==> src/rtl/sync_fifo_param.sv <==
// Parametrised single-clock FIFO for router output-channel buffering, with occupancy count,
// watermarks and overflow/underflow pulses. Define FIFO_FWFT_EN for first-word fall-through reads.
module sync_fifo_param #(
    parameter int unsigned DATA_WIDTH    = 8,
    parameter int unsigned ADDR_WIDTH    = 5,
    parameter int unsigned AFULL_THRESH  = 28,
    parameter int unsigned AEMPTY_THRESH = 4
) (
    input  logic                  clk,
    input  logic                  reset,
    input  logic                  wr_en,
    input  logic [DATA_WIDTH-1:0] data_in,
    input  logic                  rd_en,
    output logic [DATA_WIDTH-1:0] data_out,
    output logic                  full,
    output logic                  empty,
    output logic                  almost_full,
    output logic                  almost_empty,
    output logic [ADDR_WIDTH:0]   count,
    output logic                  overflow,
    output logic                  underflow
);

    localparam int unsigned DEPTH = 2 ** ADDR_WIDTH;

    typedef logic [ADDR_WIDTH:0] ptr_t;

    localparam ptr_t DepthCnt  = ptr_t'(DEPTH);
    localparam ptr_t AfullCnt  = ptr_t'(AFULL_THRESH);
    localparam ptr_t AemptyCnt = ptr_t'(AEMPTY_THRESH);

    logic [DATA_WIDTH-1:0] mem_q [DEPTH];

    ptr_t                  wr_ptr_q, wr_ptr_d;
    ptr_t                  rd_ptr_q, rd_ptr_d;
    ptr_t                  count_q, count_d;
    logic [DATA_WIDTH-1:0] data_q, data_d;
    logic                  overflow_q, underflow_q;

    logic                  wr_ok, rd_ok;
    logic                  full_c, empty_c;
    logic [ADDR_WIDTH-1:0] wr_addr, rd_addr;

    assign wr_addr = wr_ptr_q[ADDR_WIDTH-1:0];
    assign rd_addr = rd_ptr_q[ADDR_WIDTH-1:0];

    assign wr_ok = wr_en & ~full_c;
    assign rd_ok = rd_en & ~empty_c;

`ifdef FIFO_FWFT_EN
    // The output register holds the head word; count covers it plus the words still in memory.
    logic valid_q, valid_d;
    logic mem_nonempty, load;

    assign mem_nonempty = (wr_ptr_q != rd_ptr_q);
    assign full_c       = (count_q == DepthCnt);
    assign empty_c      = ~valid_q;
    assign load         = mem_nonempty & (~valid_q | rd_ok);

    always_comb begin
        valid_d  = load | (valid_q & ~rd_ok);
        rd_ptr_d = rd_ptr_q + ptr_t'(load);
        data_d   = load ? mem_q[rd_addr] : data_q;
    end

    always_ff @(posedge clk) begin
        if (reset) begin
            valid_q <= 1'b0;
        end else begin
            valid_q <= valid_d;
        end
    end
`else
    assign full_c  = (wr_addr == rd_addr) && (wr_ptr_q[ADDR_WIDTH] != rd_ptr_q[ADDR_WIDTH]);
    assign empty_c = (wr_ptr_q == rd_ptr_q);

    always_comb begin
        rd_ptr_d = rd_ptr_q + ptr_t'(rd_ok);
        data_d   = rd_ok ? mem_q[rd_addr] : data_q;
    end
`endif

    always_comb begin
        wr_ptr_d = wr_ptr_q + ptr_t'(wr_ok);
        count_d  = count_q;
        if (wr_ok && !rd_ok) begin
            count_d = count_q + ptr_t'(1);
        end else if (rd_ok && !wr_ok) begin
            count_d = count_q - ptr_t'(1);
        end
    end

    // Storage is never cleared; reset only discards it by zeroing the pointers.
    always_ff @(posedge clk) begin
        if (wr_ok && !reset) begin
            mem_q[wr_addr] <= data_in;
        end
    end

    always_ff @(posedge clk) begin
        if (reset) begin
            wr_ptr_q    <= '0;
            rd_ptr_q    <= '0;
            count_q     <= '0;
            data_q      <= '0;
            overflow_q  <= 1'b0;
            underflow_q <= 1'b0;
        end else begin
            wr_ptr_q    <= wr_ptr_d;
            rd_ptr_q    <= rd_ptr_d;
            count_q     <= count_d;
            data_q      <= data_d;
            overflow_q  <= wr_en & full_c;
            underflow_q <= rd_en & empty_c;
        end
    end

    assign data_out     = data_q;
    assign full         = full_c;
    assign empty        = empty_c;
    assign almost_full  = (count_q >= AfullCnt);
    assign almost_empty = (count_q <= AemptyCnt);
    assign count        = count_q;
    assign overflow     = overflow_q;
    assign underflow    = underflow_q;

endmodule
==> config.mk <==
export PLATFORM = sky130hd
export DESIGN_NAME = sync_fifo_param
export DESIGN_NICKNAME = d
export VERILOG_FILES = /design/src/rtl/sync_fifo_param.sv
export SDC_FILE = /design/constraint.sdc
export NUM_CORES = 1
export LEC_CHECK = 0
export CAP_MARGIN = 20
export CORE_ASPECT_RATIO = 0.9
export CORE_UTILIZATION = 61
export DETAILED_ROUTE_END_ITERATION = 7
export GPL_ROUTABILITY_DRIVEN = 0
export PLACE_DENSITY = 0.89
export SLEW_MARGIN = 20
export SYNTH_ARGS = -nofsm -noshare
export SYNTH_HDL_FRONTEND = slang
export SYNTH_SLANG_ARGS = --single-unit
==> constraint.sdc <==
create_clock -name clk -period 3.5 [get_ports clk]
set_input_delay 0.525 -clock clk [delete_from_list [all_inputs] [get_ports clk]]
set_output_delay 0.525 -clock clk [all_outputs]
set_load 0.02 [all_outputs]
# --- Yosys cells after proc, flatten, opt, wreduce, memory -nomap -nowiden ---
# Memory sizes are Yosys's and may differ from the RTL's. A register that Yosys moved wholly into a read port is not among the register bits.
# Cells that the tools add are included.
classes:
  n_addsub: 4
  magnitude_cmp: 2
  n_eq_ne: 3
  n_mux: 4
  bitwise: 6
  n_reduce_logical: 8
op_table:
  columns: ["op", "count"]
  rows:
  - ["$add A6 B1 Y6", 2]
  - ["$mux W6", 2]
  - ["$add A6 B1 Y6 const B", 1]
  - ["$eq A6 B6 Y1", 1]
  - ["$ge A6 B5 Y1 const B", 1]
  - ["$le A6 B3 Y1 const B", 1]
  - ["$sub A6 B1 Y6 const B", 1]
  - ["$eq A5 B5 Y1", 1]
  - ["$and A1 B1 Y1", 4]
  - ["$logic_and A1 B1 Y1", 4]
  - ["$logic_not A1 Y1", 3]
  - ["$mux W1", 2]
  - ["$not A1 Y1", 2]
  - ["$reduce_bool A2 Y1", 1]
  - ["$ne A1 B1 Y1", 1]
word_totals:
  regBits: 20
  ram_bits: 256
  inputBits: 12
  memories: 1
memory_table:
  columns: ["memory", "depth", "width", "read_ports", "rd_clocked_by_memory_dff", "wr", "line_no", "rtl"]
  rows:
  - ["mem_q", 32, 8, 1, 1, 1, "32", "logic [DATA_WIDTH-1:0] mem_q [DEPTH];"]

# --- Logic depth before layout (Yosys ltp) ---
# Gate-level depths: netlist of the first run.
depth:
  word_depth: 8
  mapped_depth: 14

# --- Least setup slack after synthesis of the first run ---
# Ideal clock, no wire load.
synth_path:
  kind: "register to register"
  from: "register rd_ptr_q[1]"
  to: "register count_q[4], in the netlist count[4]"
  setup_ps: 71
  arrival_time_ps: 2924
  t_required_ps: 3429
  path_slack_ps: 505
  stages_incl_launch_ff: 15
  n_path_buf: 2
  synth_period_minus_slack_ps: 2995
  path_cell_list: "dfxtp_1 > buf_2 > xor2_1 > nor3_1 > nand3b_1 > clkbuf_1 > and2_1 > ha_1 > inv_1 > ha_1 > nor2b_1 > o21a_1 > o21ai_0 > or3b_2 > a21oi_1"
synth_via:
  elab_chain_len: 7
  word_cells_on_any_way: 13
  classes_between: "eq/ne: 2; mux: 1; bitwise: 4; reduce/logical: 6"
synth_lines:
  columns: ["item", "line_no", "rtl"]
  rows:
  - ["start, declared", "35", "ptr_t rd_ptr_q, rd_ptr_d;"]
  - ["start signal, assigned", "110", "rd_ptr_q <= rd_ptr_d;"]
  - ["$eq A5 B5 Y1", "74", "assign full_c = (wr_addr == rd_addr) && (wr_ptr_q[ADDR_WIDTH] != rd_ptr_q[ADDR_WIDTH]);"]
  - ["$logic_and A1 B1 Y1", "74", null]
  - ["$not A1 Y1", "47", "assign wr_ok = wr_en & ~full_c;"]
  - ["$and A1 B1 Y1", "47", null]
  - ["$logic_not A1 Y1", "88", "end else if (rd_ok && !wr_ok) begin"]
  - ["$logic_and A1 B1 Y1", "88", null]
  - ["$reduce_bool A2 Y1 (no source line)", null, null]
  - ["end signal, assigned", "111", "count_q <= count_d;"]
  - ["end, declared", "36", "ptr_t count_q, count_d;"]
# Parallel ways exist; a longest one is shown, timed or not.
# A chain may end at the register's enable or synchronous reset.

# --- Worst setup path after layout of the first run ---
layout_path:
  from: "register wr_ptr_q[1]"
  to: "register count_q[5], in the netlist count[5]"
layout_via:
  elab_chain_len: 7
  word_cells_on_any_way: 13
  classes_between: "eq/ne: 2; mux: 1; bitwise: 4; reduce/logical: 6"
layout_lines:
  columns: ["item", "line_no", "rtl"]
  rows:
  - ["start, declared", "34", "ptr_t wr_ptr_q, wr_ptr_d;"]
  - ["start signal, assigned", "109", "wr_ptr_q <= wr_ptr_d;"]
  - ["$eq A5 B5 Y1", "74", null]
  - ["$logic_and A1 B1 Y1", "74", null]
  - ["$not A1 Y1", "47", null]
  - ["$and A1 B1 Y1", "47", null]
  - ["$logic_not A1 Y1", "88", null]
  - ["$logic_and A1 B1 Y1", "88", null]
  - ["$reduce_bool A2 Y1 (no source line)", null, null]
# Parallel ways exist; a longest one is shown, timed or not.

==> summary.txt, run 1 <==
Place
  – DP Worst Slack: 179 ps
  – Placed cells: 876
  – Port Buffers: 31
  – Post-DP HPWL: 14,400 um

Floorplan
  – DIE AREA: 0.0191 mm2
  – Ports: 32
  – Initial Utilization: 63.3%
  – Row count: 46
  – Die height: 131 um
  – Die X-Extent: 146 um
  – Core Box Area: 0.0179 mm2

CTS
  – Clock Pin Slew Worst Setup and Hold Paths: 70 ps
  – CTS hold repair buffers: 0
  – CTS root buffer: clkbuf_16
  – TritonCTS buffer count: 28
  – Deepest clock path buffer count: 3
  – Postcts setup bufs: 0
  – Clock Sink Count: 284
  – CTS tree: done
  – Worst-Skew Late Latency: 540 ps
  – H-tree depth: 1

Route
  – Routed Antenna Nets: 0
  – Vias after detailed routing: 6,190
  – Via/cell ratio: 6.67
  – Drt pass-1 iters: 5
  – Drt drc: 0
  – Initial drt markers: 793
  – WL final: 24,600 um
  – WL/cell: 26.5 um

Yosys
  – Post-Synth Simple-Gate Area: 4.82%
  – Adder-cell share of the synthesized area: 1.17%
  – Most common cell in the netlist: edfxtp_1
  – Post-synth top cells: edfxtp_1 (256), nor2_1 (47), mux4_2 (42)
  – Async SR Flop Fraction: 0%
  – Area share of the leading cell type in the synthesized netlist: 67.9%
  – EDFF count, synth: 256
  – Sequential area share after synthesis: 72.8%
  – Synth area leader: edfxtp_1
  – #FFs+latches synth: 284
  – Synth Area per Inst: 18.1 um2
  – Area contributors post-synth: edfxtp_1 (68%), mux4_2 (8.4%), dfxtp_1 (4.9%)
  – YS warnings: 0
  – Post-Syn Instances: 625
  – Largest family of logic cells by synthesized area: multiplexers
  – Synthesized area: 0.0113 mm2
  – Main synth FF type: edfxtp_1
  – Complex-gate fraction of the synthesized area: 4.35%
  – Synth Area in XOR/XNOR: 1.31%
  – Post-synthesis mux area share: 13.3%
  – Synth cell types: 50
  – Post-Syn Nets: 647

STA
  – Fmax: 304 MHz
  – Minimum clock period: 3290 ps
  – Final worst slack: 211 ps
  – Setup TNS: 0 ps
  – Fin. max-slew vios: 0
  – Setup violations, final: 0
  – Final Hold Fails: 0
  – Fin crit share: 94.0%
  – Min Hold Slack: 513 ps
  – RSZ-0062 raised after global routing: false
  – Worst slew margin: 38.5%
  – Slew @ Worst Pin: 920 ps
  – Final Skew: 19.6 ps

Setup path
  – Critical path arrival: 3710 ps
  – Crit end category: flop
  – Startpoint types: flop
  – WS Path Type: flop to flop
  – Crit Path Max Fanout: 14
  – Worst EP required: 3920 ps

Global route
  – Initial antenna violation count: 0
  – Pin count of the biggest net entering global routing: 81
  – GRT overflow: 0
  – First-pass GRT wire length: 37,900 um
  – Vias in the first global route: 6,279
  – Global Route Usage Sum: 26.8%

Pwr
  – Clock Power Share: 38.3%
  – Combinational fraction of design power: 14.8%
  – Pwr/cell area: 638 mW/mm2
  – P_leak: 4.10 nW
  – VDD IR max: 0.408 mV
  – Seq pwr share: 46.8%
  – Psw: 2.01 mW
  – Switch share: 24.5%
  – Internal power: 6.18 mW

Cells and area
  – Final net count: 688
  – Share of cells above drive strength 1: 16.6%
  – Non-filler cells, final: 928
  – FILL cells: 1,004
  – Synth-to-layout area growth: 13.2%
  – # diodes: 0

Worst hold path
  – Hold Path Class: flop to flop

Status
  – Status: completed

Run
  – Total of max-cap violations: 0
metrics by stage:
stage	power [mW]	utilization [%]	cell area [um2]
5_1_grt	8.41	71.7	12800
6_report	8.19	71.7	12800
3_5_place_dp	5.11	66.3	11900
2_1_floorplan	4.75	-	11300
4_1_cts	8.20	71.7	12800
3_3_place_gp	5.04	66.3	11900
critical path: stages (launching register included):
cell	delay [ps]
dfxtp_2	500
xor2_1	110
nor3_1	260
nand3_1	220
nand2_1	150
ha_1	320
inv_1	160
ha_1	370
nor4_1	390
a41o_1	150
a31oi_1	40
o311ai_0	130
mux2_2	370
repair_timing:
item | in CTS | in global routing
endpoints found under the setup margin | 0 | 2
hold endpoints to repair | 0 | 0
gates resized for setup | 0 | 3
power groups by stage:
stage          Clock [mW]  Combinational, mW  Sequential, mW
2_1_floorplan           0              0.820            3.93
3_3_place_gp            0               1.15            3.90
3_5_place_dp            0               1.20            3.91
4_1_cts              3.15               1.22            3.83
5_1_grt              3.28               1.29            3.84
6_report             3.14               1.22            3.84
area by class of cell:
type	count	area [um2]	share of cell area [%]
Inverter	9	33.8	0.263
Clock buffer	31	712	5.55
Clock inverter	21	260	2.03
Sequential cell	284	8260	64.4
Multi-Input combinational cell	296	2830	22.1
Tap cell	240	300	2.34
Timing Repair Buffer	47	433	3.37
flip-flops by register name (all words and copies together) (netlist names):
register / cells
count: 6
mem_q: 256
wr_ptr_q: 6
underflow: 1
data_out: 8
overflow: 1
rd_ptr_q: 6
routing by layer:
| metal | up-vias | global-route usage (%) | wire length [um] |
|---|---|---|---|
| met5 | - | 0 | 0 |
| li1 | 2586 | - | - |
| met2 | 417 | 44.4 | 12200 |
| met3 | 72 | 5.69 | 2230 |
| met1 | 3115 | 36.3 | 9500 |
| met4 | 0 | 7.25 | 690 |
worst paths after layout:
kind / start / cells past startpoint / endpoint / slack (ps)
setup reg to reg: wr_ptr_q[1] / 12 / count[5] / 210
setup / recovery: wr_ptr_q[1] / 12 / count[5] / 210
hold / removal: data_out[4] / 1 / data_out[4] / 510
hold reg to reg: data_out[4] / 1 / data_out[4] / 510
layout by cell type (no fill, tap or decap), types with 2 or more instances in the layout:
master | netlist | layout
a211oi_1 | 7 | 7
a22oi_1 | 9 | 9
nor3_1 | 5 | 5
mux4_1 | 7 | 7
a32o_1 | 8 | 8
buf_4 | 2 | 15
nand4b_1 | 3 | 3
clkbuf_16 | 0 | 28
mux4_2 | 42 | 42
nor2b_1 | 8 | 8
o221ai_1 | 8 | 8
a21oi_1 | 13 | 13
nand2b_1 | 5 | 5
and3_1 | 2 | 2
nand3_1 | 11 | 11
ha_1 | 9 | 9
a31oi_1 | 2 | 2
nand2_1 | 17 | 17
clkinv_2 | 0 | 4
clkinvlp_4 | 0 | 4
dfxtp_1 | 28 | 23
o21ai_0 | 9 | 9
clkdlybuf4s50_1 | 0 | 29
clkbuf_1 | 10 | 3
mux2i_1 | 37 | 37
dfxtp_2 | 0 | 4
nand3b_1 | 3 | 3
nor4_1 | 2 | 2
xnor2_1 | 6 | 6
o22ai_1 | 7 | 7
inv_1 | 9 | 9
bufinv_16 | 0 | 5
clkinv_8 | 0 | 2
xor2_1 | 11 | 11
buf_2 | 8 | 2
clkinv_1 | 0 | 5
nand4_1 | 2 | 2
nor2_1 | 47 | 47
edfxtp_1 | 256 | 256
cells by family after synthesis:
kind of cell               after synthesis
AOI/OAI and AO/OA                       70
muxes                                   87
adders and majority gates               10
DFF                                    284
buffers and inverters                   45
xor gates and xnor gates                17
and+or+nand+nor                        112
No activity file was read; power rests on OpenSTA's default activity.
==> run 2: changes to the inputs <==
- CELL_PAD_IN_SITES_DETAIL_PLACEMENT: unset -> 1
- CELL_PAD_IN_SITES_GLOBAL_PLACEMENT: unset -> 2
- CORE_UTILIZATION: 61 -> 47
==> summary.txt, run 2 (synthesis gave the netlist of run 1 again) <==
Floorplan
  – Ports: 32 (unchanged)
  – Row count: 53 (+15%)
  – Core Box Area: 0.0235 mm2 (+31%)
  – DIE AREA: 0.0247 mm2 (+29%)
  – Die height: 149 um (+14%)
  – Initial Utilization: 48.3% (-15 points)
  – Die X-Extent: 166 um (+14%)

Run
  – Total of max-cap violations: 0 (unchanged)

STA
  – Min Hold Slack: 518 ps (+5.86 ps)
  – Slew @ Worst Pin: 870 ps (-50.1 ps)
  – Final worst slack: 252 ps (+41.2 ps)
  – Setup TNS: 0 ps (unchanged)
  – Minimum clock period: 3250 ps (-41.2 ps)
  – Final Hold Fails: 0 (unchanged)
  – Worst slew margin: 41.8% (+3.3 points)
  – Final Skew: 26.6 ps (+7.04 ps)
  – RSZ-0062 raised after global routing: false
  – Fin. max-slew vios: 0 (unchanged)
  – Fin crit share: 92.8% (-1.2 points)
  – Fmax: 308 MHz (+1.3%)
  – Setup violations, final: 0 (unchanged)

Worst hold path
  – Worst Hold Path EP: data_out[2]
  – Hold Path Class: flop to flop
  – Hold path cells: 1 (unchanged)
  – Hold Startpoint: data_out[2]

Pwr
  – Final total power: 8.01 mW (-2.2%)
  – Seq pwr share: 47.9% (+1.1 points)
  – VDD IR max: 0.493 mV (+21%)
  – Switch share: 25.2% (+0.68 points)
  – Internal power: 5.99 mW (-3.0%)
  – Pwr/cell area: 621 mW/mm2 (-2.7%)
  – Combinational fraction of design power: 15.4% (+0.6 points)
  – P_leak: 4.12 nW (+0.40%)
  – Clock Power Share: 36.7% (-1.6 points)
  – Psw: 2.02 mW (+0.56%)

Setup path
  – Cell count of the worst reg-to-reg path: 12 (unchanged)
  – Critical R2R Capture: count[4]
  – Crit end category: flop
  – Reg2reg setup slack: 250 ps (+40 ps)
  – Critical path arrival: 3710 ps (about the same)
  – Crit Path Max Fanout: 11 (-3)
  – FF-to-FF Start: wr_ptr_q[2]
  – Worst path cell trace: xor2_1 -> nor2_1 -> nand3_1 -> nand2_1 -> ha_1 -> inv_1 -> ha_1 -> nor2b_1 -> o21a_1 -> o21ai_0 -> or3b_2 -> a21oi_1
  – Most common cell on crit path: ha_1
  – CP max stage delay: 540 ps (+40 ps)
  – Startpoint types: flop
  – WS Path Type: flop to flop
  – Worst EP required: 3970 ps (+50 ps)
  – Slowest cell on crit path: dfxtp_1

Global route
  – Global Route Usage Sum: 21.6% (-5.2 points)
  – First-pass GRT wire length: 39,200 um (+3.4%)
  – Pin count of the biggest net entering global routing: 81 (unchanged)
  – GRT overflow: 0 (unchanged)
  – Vias in the first global route: 6,215 (-1.0%)
  – Initial antenna violation count: 0 (unchanged)

Place
  – DP Worst Slack: 185 ps (+6.10 ps)
  – Port Buffers: 31 (unchanged)
  – Post-DP HPWL: 16,400 um (+14%)

Cells and area
  – Commonest non-fill, non-tap cells in the layout: edfxtp_1 (256), nor2_1 (47), mux4_2 (42)
  – Largest Register: mem_q
  – Synth-to-layout area growth: 13.8%
  – Commonest non-fill, non-tap cell in the layout: edfxtp_1
  – Final core occ: 54.9% (-17 points)
  – # diodes: 0 (unchanged)
  – Max reg flops: 256 (unchanged)
  – Final net count: 695 (+1.0%)
  – FILL cells: 2,128 (+110%)
  – Share of cells above drive strength 1: 16.9% (+0.36 points)

Route
  – Drt drc: 0 (unchanged)
  – Vias after detailed routing: 5,916 (-4.4%)
  – WL final: 26,000 um (+5.9%)
  – WL/cell: 26.0 um (-1.7%)
  – Via/cell ratio: 5.92 (-11%)
  – Initial drt markers: 461 (-42%)
  – Drt pass-1 iters: 5 (unchanged)
  – Routed Antenna Nets: 0 (unchanged)

CTS
  – H-tree depth: 1 (unchanged)
  – Post-CTS Resized: 0 (unchanged)
  – Clock Sink Count: 284 (unchanged)
  – Deepest clock path buffer count: 3 (unchanged)
  – Clock Pin Slew Worst Setup and Hold Paths: 60 ps (about the same)
  – TritonCTS buffer count: 30 (+7.1%)
  – CTS tree: done
  – Worst-Skew Late Latency: 560 ps (+20 ps)
  – CTS root buffer: clkbuf_16
  – Postcts setup bufs: 0 (unchanged)
  – CTS hold repair buffers: 0 (unchanged)

Status
  – Status: completed
run 2: changes by cell type in the layout (fill, tap and decap cells not counted), sizes merged:
cell	change
clkinvlp	-2
buf	+4
clkbuf	+6
bufinv	-4
clkdlybuf4s50	+1
clkinv	+4
run 2: through the flow:
| step | cells | cell area, um2 |
|---|---|---|
| after floorplan | 625 | 11300 |
| after global placement | 943 | 12000 |
| after detailed placement | 943 | 12000 |
| after CTS | 999 | 12900 |
| after global routing | 999 | 12900 |
| final | 999 | 12900 |
run 2: critical path, delay by kind of cell, from the launching register on:
family | cells | cell delay, ps
fa+ha+maj | 2 | 690
simple gates | 5 | 1140
buf+inv | 1 | 160
flops | 1 | 540
xor+xnor | 1 | 120
compound gates | 3 | 500
run 2: how the worst max path moves through the flow:
stage | startpoint | endpoint | slack [ps]
after floorplan | rd_ptr_q[1] | count[4] | 510
after global placement | wr_ptr_q[0] | count[5] | 470
after detailed placement | wr_ptr_q[0] | count[4] | 190
after CTS | wr_ptr_q[0] | count[5] | 140
after global routing | wr_ptr_q[2] | count[5] | 1
final | wr_ptr_q[2] | count[4] | 250
run 2: final cells by class:
cell class                 count  area (um2)  share of cell area, %
clock buffer                  37         777                   6.03
clock inverter                19         143                   1.11
inverter                       9        33.8                  0.262
multi-input combinational    296        2830                   22.0
sequential                   284        8260                   64.0
tap                          302         378                   2.93
timing repair buffer          52         475                   3.69
run 2: power by group through the flow:
| stage | Combinational [mW] | Clock (mW) | Sequential [mW] |
|---|---|---|---|
| floorplan | 0.820 | 0 | 3.93 |
| global placement | 1.19 | 0 | 3.90 |
| detailed placement | 1.24 | 0 | 3.91 |
| CTS | 1.25 | 2.99 | 3.84 |
| global route | 1.33 | 3.10 | 3.85 |
| finish | 1.23 | 2.94 | 3.84 |
run 2: routing by layer:
metal,share of wire (%),vias to the layer above,GRT usage (%)
li1,-,2601,-
met1,44,3104,29.6
met2,49,168,35.9
met3,5.2,43,3.93
met4,2.4,0,5.84
met5,0,-,0
==> run 3: changes to the inputs <==
- CORE_UTILIZATION: 47 -> 51
- PLACE_DENSITY: 0.89 -> 0.94
- clock period: 3.5 -> 4.1 ns (I/O delays scaled with it)
==> summary.txt, run 3 (synthesis gave the netlist of run 1 again) <==
Status
  – Status: completed

Place
  – Post-DP HPWL: 16,600 um (+0.96%)
  – Port Buffers: 31 (unchanged)

CTS
  – TritonCTS buffer count: 29 (-3.3%)
  – CTS tree: done
  – Worst-Skew Late Latency: 560 ps (about the same)
  – CTS hold repair buffers: 0 (unchanged)
  – CTS root buffer: clkbuf_16
  – Clock Pin Slew Worst Setup and Hold Paths: 60 ps (about the same)
  – Post-CTS Resized: 0 (unchanged)
  – Clock Sink Count: 284 (unchanged)
  – Postcts setup bufs: 0 (unchanged)
  – H-tree depth: 1 (unchanged)
  – Deepest clock path buffer count: 3 (unchanged)

Route
  – Initial drt markers: 535 (+16%)
  – WL met2: 12,400 um (-2.4%)
  – Via/cell ratio: 6.14 (+3.7%)
  – Met3 routed WL: 1560 um (+17%)
  – WL/cell: 26.5 um (+1.8%)
  – WL final: 25,900 um (-0.51%)
  – Top sig layer: met4
  – Wl on met1: 11,100 um (-2.4%)
  – Vias after detailed routing: 5,993 (+1.3%)
  – Drt drc: 0 (unchanged)
  – Drt pass-1 iters: 5 (unchanged)
  – Routed Antenna Nets: 0 (unchanged)

STA
  – Final Skew: 18.4 ps (-8.19 ps)
  – Setup violations, final: 0 (unchanged)
  – Setup TNS: 0 ps (unchanged)
  – Slew @ Worst Pin: 876 ps (+5.94 ps)
  – Minimum clock period: 3670 ps (+422 ps)
  – Fin. max-slew vios: 0 (unchanged)
  – Fmax: 273 MHz (-12%)
  – Final Hold Fails: 0 (unchanged)
  – Worst slew margin: 41.4% (-0.40 points)
  – Fin crit share: 89.5% (-3.3 points)
  – Min Hold Slack: 535 ps (+16.9 ps)
  – RSZ-0062 raised after global routing: false

Cells and area
  – Share of cells above drive strength 1: 16.1% (-0.85 points)
  – Commonest non-fill, non-tap cells in the layout: edfxtp_1 (256), nor2_1 (47), mux4_2 (42)
  – Final net count: 683 (-1.7%)
  – Commonest non-fill, non-tap cell in the layout: edfxtp_1
  – Max reg flops: 256 (unchanged)
  – FILL cells: 1,898 (-11%)
  – Largest Register: mem_q
  – Synth-to-layout area growth: 13.1%

Floorplan
  – Row count: 51 (-3.8%)
  – Initial Utilization: 52.2% (+4.0 points)
  – DIE AREA: 0.0228 mm2 (-7.7%)
  – Core Box Area: 0.0217 mm2 (-7.6%)
  – Ports: 32 (unchanged)
  – Die X-Extent: 159 um (-4.0%)
  – Die height: 143 um (-3.9%)

Setup path
  – WS Path Type: flop to flop
  – Crit Path Max Fanout: 19 (+8)
  – Critical path arrival: 4110 ps (+400 ps)
  – Startpoint types: flop
  – Worst EP required: 4540 ps (+570 ps)
  – Reg2reg setup slack: 430 ps (+180 ps)
  – Crit end category: flop

Run
  – Total of max-cap violations: 0 (unchanged)

Pwr
  – Combinational fraction of design power: 14.7% (-0.7 points)
  – Psw: 1.70 mW (-16%)
  – Pwr/cell area: 545 mW/mm2 (-12%)
  – P_leak: 4.08 nW (-0.82%)
  – Seq pwr share: 47.0% (-0.9 points)
  – Internal power: 5.27 mW (-12%)
  – Switch share: 24.4% (-0.78 points)
  – Clock Power Share: 38.3% (+1.6 points)
  – VDD IR max: 0.401 mV (-19%)

Worst hold path
  – Hold Path Class: flop to flop

Global route
  – Initial antenna violation count: 1 (+1)
  – First-pass GRT wire length: 38,800 um (-1.0%)
  – Global Route Usage Sum: 23.3% (+1.8 points)
  – Pin count of the biggest net entering global routing: 55 (-32%)
  – Vias in the first global route: 6,261 (+0.74%)
  – GRT overflow: 0 (unchanged)
run 3: cell count changes in the layout (fill, tap and decap cells not counted), moves of 2 or more:
cell	change
clkinv_8	-2
clkinv_2	-7
dfxtp_1	+2
clkinv_1	-4
clkbuf_1	+3
dfxtp_2	-2
clkbuf_8	+8
buf_4	-10
clkdlybuf4s50_1	-6
buf_2	+6
run 3: power by group through the flow:
stage	sequential (mW)	clock (mW)	combinational (mW)
finish	3.28	2.67	1.03
global placement	3.33	0	0.994
CTS	3.28	2.71	1.04
floorplan	3.36	0	0.700
global route	3.28	2.80	1.11
detailed placement	3.34	0	1.03
run 3: path summary, 6_finish.rpt:
| check | startpoint | to | cells after the start |
|---|---|---|---|
| setup / recovery | rd_ptr_q[4] | count[5] | 12 |
| setup reg to reg | rd_ptr_q[4] | count[5] | 12 |
| hold / removal | data_out[7] | data_out[7] | 1 |
| hold reg to reg | data_out[7] | data_out[7] | 1 |
run 3: final cells by class:
type	count	area [um2]	share of cell area (%)
flip-flops and latches	284	8250	64.4
multi-input cells	296	2830	22.1
diodes	1	2.50	0.0195
inverters	9	33.8	0.264
well taps	291	364	2.84
repair buffers	41	350	2.73
clock inverters	7	103	0.801
clock buffers	47	873	6.82
run 3: per-layer routing:
metal	vias to the layer above	global-route usage (%)
met2	231	38.3
met5	-	0
met4	0	7.74
met1	3118	32.0
li1	2582	-
met3	62	4.21
run 3: per-stage QoR:
stage | util (%) | power, mW | instances | setup slack, ps | cell area, um2
floorplan | - | 4.06 | 625 | 1110 | 11300
global placement | 54.7 | 4.33 | 921 | 762 | 11900
global route | 59.0 | 7.19 | 975 | 188 | 12800
detailed placement | 54.7 | 4.37 | 921 | 566 | 11900
CTS | 59.2 | 7.03 | 975 | 538 | 12800
finish | 59.0 | 6.98 | 976 | 430 | 12800
run 3: critical path, stage by stage, from the launching register on:
cell and delay [ps]:
dfxtp_1 780, xor2_1 150, nor2_1 170, nand3b_1 320, and2_1 310, ha_1 280, inv_1 160, ha_1 310
nor4_1 370, a41o_1 150, a31oi_1 50, o311ai_0 140, mux2_2 370
